===== src/rtl/seq_root_div.sv =====
// seq_root_div
//   Sequential signed divider / non-negative integer square root. One
//   operation runs at a time through the states IDLE -> LOAD -> CALC -> DONE.
//   Each CALC cycle performs one restoring iteration. Mode 1 takes
//   WORD_LENGTH iterations and mode 0 takes WORD_LENGTH/2.
//
// Ports
//   clk       rising-edge clock
//   reset     asynchronous, active-low reset
//   start     begins an operation; sampled only in IDLE
//   mode      0 = floor(sqrt(x_input)), 1 = x_input / d_input
//   x_input   signed radicand / dividend, captured when start is accepted
//   d_input   signed divisor, captured when start is accepted (unused in mode 0)
//   y_output  root or quotient (truncated toward zero), registered
//   r_output  root remainder or division remainder (sign of dividend), registered
//   busy      high in LOAD and CALC
//   done      one-cycle pulse in DONE
//   error     status of the last completed operation, registered

module seq_root_div #(
    parameter int WORD_LENGTH = 8
) (
    input  logic                          clk,
    input  logic                          reset,
    input  logic                          start,
    input  logic                          mode,
    input  logic signed [WORD_LENGTH-1:0] x_input,
    input  logic signed [WORD_LENGTH-1:0] d_input,
    output logic signed [WORD_LENGTH-1:0] y_output,
    output logic signed [WORD_LENGTH-1:0] r_output,
    output logic                          busy,
    output logic                          done,
    output logic                          error
);

    localparam int W  = WORD_LENGTH;
    localparam int CW = $clog2(W + 1);
    localparam logic [W-1:0] MOST_NEG = {1'b1, {(W-1){1'b0}}};

    typedef enum logic [1:0] {
        IDLE = 2'd0,
        LOAD = 2'd1,
        CALC = 2'd2,
        DONE = 2'd3
    } state_t;

    state_t state, state_n;

    // Magnitude of a two's-complement value. The most negative value maps to
    // 2^(W-1), which still fits in W unsigned bits.
    function automatic logic [W-1:0] magnitude(input logic signed [W-1:0] v);
        return v[W-1] ? (~v + W'(1)) : v;
    endfunction

    // Re-apply a sign to an unsigned magnitude. A quotient magnitude of 2^(W-1)
    // with a negative sign wraps to the most negative value, which is correct.
    function automatic logic signed [W-1:0] apply_sign(input logic [W-1:0] m,
                                                        input logic       neg);
        logic signed [W-1:0] s;
        s = $signed(m);
        return neg ? -s : s;
    endfunction

    // Captured operands. These are data only and carry no reset.
    logic                mode_q;
    logic signed [W-1:0] x_q;
    logic signed [W-1:0] d_q;

    // Working registers. shf_q holds the dividend or radicand magnitude being
    // shifted out MSB-first, res_q collects result bits, and rem_q is the
    // partial remainder.
    logic [W:0]    rem_q;
    logic [W-1:0]  shf_q;
    logic [W-1:0]  res_q;
    logic [CW-1:0] cnt_q;

    logic          op_err;
    logic          last_iter;
    logic [CW-1:0] n_iter;
    logic [W-1:0]  d_mag;
    logic [W+1:0]  rem_s;
    logic [W+1:0]  trial;
    logic [W:0]    rem_n;
    logic [W-1:0]  shf_n;
    logic [W-1:0]  res_n;
    logic          qbit;
    logic signed [W-1:0] y_fin;
    logic signed [W-1:0] r_fin;

    always_comb begin
        d_mag     = magnitude(d_q);
        n_iter    = mode_q ? CW'(W) : CW'(W / 2);
        last_iter = (cnt_q == n_iter - CW'(1));
        if (mode_q) begin
            op_err = (d_q == '0) || ((x_q == MOST_NEG) && (d_q == '1));
        end else begin
            op_err = x_q[W-1];
        end
    end

    // One restoring iteration. Division brings down one dividend bit and
    // subtracts |d|. Square root brings down two radicand bits and subtracts
    // (4*root + 1). A non-negative trial sets the result bit and keeps the
    // difference; otherwise the shifted remainder is restored.
    always_comb begin
        if (mode_q) begin
            rem_s = {rem_q, shf_q[W-1]};
            trial = rem_s - {2'b00, d_mag};
            shf_n = {shf_q[W-2:0], 1'b0};
        end else begin
            rem_s = {rem_q[W-1:0], shf_q[W-1:W-2]};
            trial = rem_s - {res_q, 2'b01};
            shf_n = {shf_q[W-3:0], 2'b00};
        end
        qbit  = ~trial[W+1];
        rem_n = qbit ? trial[W:0] : rem_s[W:0];
        res_n = {res_q[W-2:0], qbit};
        if (mode_q) begin
            y_fin = apply_sign(res_n, x_q[W-1] ^ d_q[W-1]);
            r_fin = apply_sign(rem_n[W-1:0], x_q[W-1]);
        end else begin
            y_fin = $signed(res_n);
            r_fin = $signed(rem_n[W-1:0]);
        end
    end

    always_ff @(posedge clk or negedge reset) begin
        if (!reset) begin
            state <= IDLE;
        end else begin
            state <= state_n;
        end
    end

    always_comb begin
        state_n = state;
        busy    = 1'b0;
        done    = 1'b0;
        case (state)
            IDLE: begin
                if (start) begin
                    state_n = LOAD;
                end
            end
            LOAD: begin
                busy    = 1'b1;
                state_n = op_err ? DONE : CALC;
            end
            CALC: begin
                busy = 1'b1;
                if (last_iter) begin
                    state_n = DONE;
                end
            end
            DONE: begin
                done    = 1'b1;
                state_n = IDLE;
            end
            default: state_n = IDLE;
        endcase
    end

    // Control and result registers.
    always_ff @(posedge clk or negedge reset) begin
        if (!reset) begin
            cnt_q    <= '0;
            y_output <= '0;
            r_output <= '0;
            error    <= 1'b0;
        end else begin
            if (state == LOAD) begin
                cnt_q <= '0;
            end else if (state == CALC) begin
                cnt_q <= cnt_q + CW'(1);
            end
            if ((state == LOAD) && op_err) begin
                y_output <= '0;
                r_output <= '0;
                error    <= 1'b1;
            end else if ((state == CALC) && last_iter) begin
                y_output <= y_fin;
                r_output <= r_fin;
                error    <= 1'b0;
            end
        end
    end

    // Operand capture and iteration datapath.
    always_ff @(posedge clk) begin
        if ((state == IDLE) && start) begin
            mode_q <= mode;
            x_q    <= x_input;
            d_q    <= d_input;
        end
        if (state == LOAD) begin
            rem_q <= '0;
            res_q <= '0;
            shf_q <= magnitude(x_q);
        end else if (state == CALC) begin
            rem_q <= rem_n;
            res_q <= res_n;
            shf_q <= shf_n;
        end
    end

endmodule


===== config.mk =====
export PLATFORM = sky130hd
export DESIGN_NAME = seq_root_div
export DESIGN_NICKNAME = d
export VERILOG_FILES = /design/src/rtl/seq_root_div.sv
export SDC_FILE = /design/constraint.sdc
export NUM_CORES = 1
export LEC_CHECK = 0
export ABC_CLOCK_PERIOD_IN_PS = 7900
export BUFFER_PORTS_ARGS = -buffer_cell sky130_fd_sc_hd__buf_2
export CAP_MARGIN = 20
export CORE_ASPECT_RATIO = 0.6
export CORE_MARGIN = 3
export CORE_UTILIZATION = 65
export DETAILED_ROUTE_END_ITERATION = 16
export PLACE_DENSITY = 0.86
export SETUP_SLACK_MARGIN = 0.5
export SYNTH_ARGS = -nofsm -noshare
export SYNTH_HDL_FRONTEND = slang
export SYNTH_SLANG_ARGS = --single-unit
export TNS_END_PERCENT = 30

===== constraint.sdc =====
create_clock -name clk -period 7.9 [get_ports clk]
set_input_delay 0.395 -clock clk [delete_from_list [all_inputs] [get_ports clk]]
set_output_delay 0.395 -clock clk [all_outputs]
set_load 0.005 [all_outputs]

Word level (Yosys, flattened, before mapping). Cells that the tools add are included.

Flip-flop bits (word level): 65. Bits of input ports: 20. Output and inout bits: 19. Logic and storage cells: 70.

Add/sub/neg operators: 8. Equal/unequal tests: 8. Muxes and demuxes: 28. Bitwise gates (word level): 4. Reductions and logical operators: 11.

Operators with widths (number): $mux 8 (13); $mux 9 (2); $add 8x2->8 const B (2); $eq 8x8->1 const B (2); $neg 8->8 (2); $not 8->8 (2); $mux 4 (3); $mux 10 (1); $sub 10x10->10 (1); $sub 10x8->10 (1); $logic_not 8->1 (1); $pmux 2 s4 (1); $mux 1 (6); $add 4x1->4 const B (1); $eq 2x2->1 const B (2); $eq 4x4->1 (1); $logic_and 1x1->1 (4); $mux 2 (2); $ne 2x2->1 const B (2); $reduce_bool 2->1 (2); $sub 4x1->4 const B (1); $eq 2x1->1 const B (1); $logic_not 2->1 (1); $reduce_and 2->1 (1); other kinds (4) (4).

Logic depth before layout (Yosys ltp).
Depth after elaboration: 11. Depth in mapped cells: 16. Depth with buffers taken out: 16.

Least setup slack after synthesis. No wires, ideal clock.

Kind: register to register. Start: register d_q[2]. End: register r_output[6]. Setup time: 0.069 ns. Data arrival time: 3.305 ns. Data required time: 7.831 ns. Setup slack: 4.526 ns. Cell stages (with the launch flop): 16. Buffers on the path: 0. Clock period less this slack: 3.374 ns. Path through: edfxtp_1 nor3_1 nand3b_1 nand2_1 xor2_1 ha_1 a21oi_1 o221ai_1 nor2_2 xnor2_4 mux2i_1 mux2_2 nor3_4 nand2_1 or3_1 nand3_1.

Cells in the longest elaborated chain, start to end: 11. Elaborated cells on any way between the ends: 18. Classes of those cells: add/sub (3); eq/ne (1); mux (8); bitwise (1); reduce/logical (5).

Ends and longest elaborated chain: start, declared (RTL line 67) `logic signed [W-1:0] d_q;`; start signal, assigned (RTL line 193) `d_q <= d_input;`; $not 8->8 (RTL line 52) `return v[W-1] ? (~v + W'(1)) : v;`; $add 8x2->8 (RTL line 52); $mux 8 (RTL line 52); $sub 10x8->10 (RTL line 108) `trial = rem_s - {2'b00, d_mag};`; $mux 10 (RTL line 106) `if (mode_q) begin`; $mux 9 (RTL line 116) `rem_n = qbit ? trial[W:0] : rem_s[W:0];`; $neg 8->8 (RTL line 61) `return neg ? -s : s;`; $mux 8 (RTL line 61); $mux 8 (RTL line 118) `if (mode_q) begin`; $mux 8 (RTL line 180) `end else if ((state == CALC) && last_iter) begin`; $mux 8 (RTL line 176) `if ((state == LOAD) && op_err) begin`; end signal, assigned (RTL line 182) `r_output <= r_fin;`; end, declared (RTL line 30) `output logic signed [WORD_LENGTH-1:0] r_output,`.

Parallel ways exist; a longest one is shown, timed or not. The select of a mux whose other input is x is not followed. A chain may end at the register's enable or synchronous reset.

Worst setup path in the final report.
Start: register d_q[2]. End: register r_output[7].

Same word-level chain as after synthesis.

==> results by group <==
Detailed routing
  • Detailed Route Iter0 Violations: 236
  • Routed WL per cell: 16.89 um
  • DR DRC count: 0
  • Drt pass-1 iters: 5
  • Drt via density: 5.926
  • Via Count: around 3300
  • Final wirelength: 9544 um
  • Post-route ant nets: 0

Timing
  • Layout Skew: 0.01119 ns
  • Post-route worst setup slack: a little over 4 ns
  • Worst rel slew slack: 31.91%
  • Fmax: 0.2583 GHz
  • Final min period: 3.871 ns
  • Final period util: between 40% and 50%
  • Slew Viols, Final: 0
  • Final setup fails: 0
  • RSZ-0062 raised after global routing: no
  • Tightest Pin Transition: between 1 and 1.5 ns
  • Setup TNS: 0 ns
  • Fin. Hold Viols: 0

Synthesis
  • Synth unique cells: 56
  • Number of flops mapped to enable cells by yosys: 25
  • Post-synthesis cell count: 442
  • Total number of yosys warnings: 0
  • Post-Syn Nets: about 490
  • Top FF cell, synth: edfxtp_1
  • Post-Syn Area: about 4300 um^2
  • Async SR Flop Fraction: 35.38%
  • Synth Register Bits: 65
  • Syn avg cell area: 9.712 um^2
  • Register area share after synthesis: 38.82%

Floorplanning
  • Core area: 6248 um^2
  • Die W: 110.9 um
  • Num rows: 22
  • Die H: 68.95 um
  • Top-Level Pins: 39
  • Die ar.: 7648 um^2
  • Effective utilization at floorplan: 68.70%

Clocking
  • Clk slew on worst S/H paths: roughly 0.080 ns
  • Hold-fix buffers, CTS: 0
  • Clock Latency Late Sink: about 0.36 ns
  • H-tree depth: 3
  • Max Buffers Root-to-Sink: 2
  • Post-CTS setup buffer count: 0
  • Sink Count: between 60 and 70
  • Clock buffer count from CTS: 9
  • Cts repair resizes: 0
  • CTS tree: done
  • Root buf cell: clkbuf_8

Hold path
  • Min-Delay Path Class: primary input to asynchronous set/reset pin

Cells and area
  • Antenna cells: 0
  • Commonest non-fill, non-tap cells in the layout: 54 x nor2_1, 38 x buf_2, 36 x mux2i_1, 32 x nand2_1
  • Finished Core Util: about three quarters
  • Layout cell share with drive strength beyond 1: 16.22%
  • Syn-to-layout area delta: 10.38%
  • Post-Layout Inst Area: 4738 um^2
  • Non-Filler Instances: 565
  • Nets: ~520
  • Most common cell after layout, fill and taps aside: nor2_1

Critical path
  • Critical path data arrival time: 4.07 ns
  • Reg2reg setup slack: 4.03 ns
  • Crit. End Element: flip-flop
  • Peak fanout along the critical path: 8
  • Critical path launch point type: flip-flop
  • Worst path required time: about 8.1 ns
  • WS Path Type: flip-flop to flip-flop

Place
  • IO buf count: 38
  • Cell Area, Placed: 4537 um^2
  • Placed insts: approximately 550
  • DP HPWL: 6960 um
  • RD Place Congestion: 0.9152
  • Post-Place Worst Slack: 4.133 ns

Global routing
  • First-pass GRT wire length: approximately 16000 um
  • Initial antenna violation count: 0
  • Total global routing overflow: 0
  • Largest net degree at the start of global routing: 38
  • Total track usage: 26.91%
  • Vias in the first global route: between 3000 and 4000

Power
  • Pwr per Cell Area: 514.4 nW/um^2
  • Static Leak: 1.992 nW
  • Peak VDD IR: 0.2902 mV

Flow run
  • Max Cap Viol: 0

Run status
  • Outcome: finished clean
-- sequential cells by signal, summed over array words and instances (netlist names) --
register / count
state: 2
res_q: 8
x_q: 8
rem_q: 9
shf_q: 8
error: 1
y_output: 8
mode_q: 1
d_q: 8
r_output: 8
cnt_q: 4
-- Yosys cell counts (4+ instances only) --
cell type / count / area [um^2]
nor2_1: 54 / 202.7
mux2i_1: 36 / 360.4
o21ai_0: 17 / 85.08
nor2b_1: 5 / 31.28
nand3_1: 5 / 25.02
nand2b_1: 7 / 43.79
nand3b_1: 6 / 45.04
xnor2_1: 26 / 227.7
o211ai_1: 4 / 30.03
inv_1: 26 / 97.59
nand2_1: 32 / 120.1
o22ai_1: 4 / 25.02
edfxtp_1: 25 / 750.7
ha_1: 26 / 325.3
a211oi_1: 14 / 105.1
o21a_1: 5 / 37.54
dfrtp_1: 23 / 575.6
xor2_1: 9 / 78.83
mux2_2: 4 / 45.04
nor3_1: 10 / 50.05
clkbuf_1: 13 / 48.80
a21oi_1: 23 / 115.1
dfxtp_1: 17 / 340.3
o31ai_1: 4 / 30.03
-- layout make-up --
class	instances	area (um^2)
clock inverter	7	77.57
multi-input combinational	332	2451
fill	429	1510
tap	84	105.1
inverter	27	101.3
clock buffer	9	123.9
sequential	65	1667
timing repair buffer	41	212.7
-- per-stage QoR --
step | hold slack (ns) | power [mW]
final | 0.001445 | 2.437
after global routing | 0.03021 | 2.631
after CTS | 0.01012 | 2.419
after detailed placement | 0.4009 | 2.111
after global placement | 0.3901 | 2.044
after floorplan | 0.09941 | 1.777
-- critical path, stage by stage (launching register included) --
cell      delay [ns]
edfxtp_1        0.46
nor3_1          0.33
nand3b_1        0.13
nand2_1         0.09
xor2_1          0.16
ha_1            0.34
a21oi_1         0.23
o221ai_1        0.16
nor2_2          0.22
xnor2_4         0.22
mux2i_1         0.13
mux2i_1         0.50
nor2b_1         0.10
a31oi_1         0.35
xnor2_1         0.19
a211oi_2        0.09
-- path summary, 6_finish.rpt --
check,start,end,cells after the start
setup / recovery,d_q[2],r_output[7],15
hold / removal,reset,y_output[2],1
max in group asynchronous,reset,state[0],1
min in group clk,x_input[0],x_q[0],1
hold reg to reg,error,error,2
setup reg to reg,d_q[2],r_output[7],15
-- power breakdown --
| part | internal [mW] | total (mW) | switching (mW) |
|---|---|---|---|
| Combinational | 0.660 | 1.53 | 0.865 |
| Sequential | 0.501 | 0.621 | 0.120 |
| Clock | 0.147 | 0.291 | 0.144 |
-- kinds of logic after synthesis --
group / after synthesis / synth area share (%)
buffers and inverters: 45 / 4.080
AOI/OAI and AO/OA: 86 / 13.47
xor gates and xnor gates: 39 / 9.444
DFF: 65 / 38.82
adders and majority gates: 27 / 8.044
muxes: 43 / 10.64
and+or+nand+nor: 137 / 15.51
-- layer usage --
metal	GRT usage (%)	routed length, um	vias to the layer above
li1	-	-	1630
met5	0	0	-
met3	7.411	631	17
met4	7.988	120	0
met1	35.38	4414	1602
met2	44.49	4378	99
(Power assumes the default switching activity.)
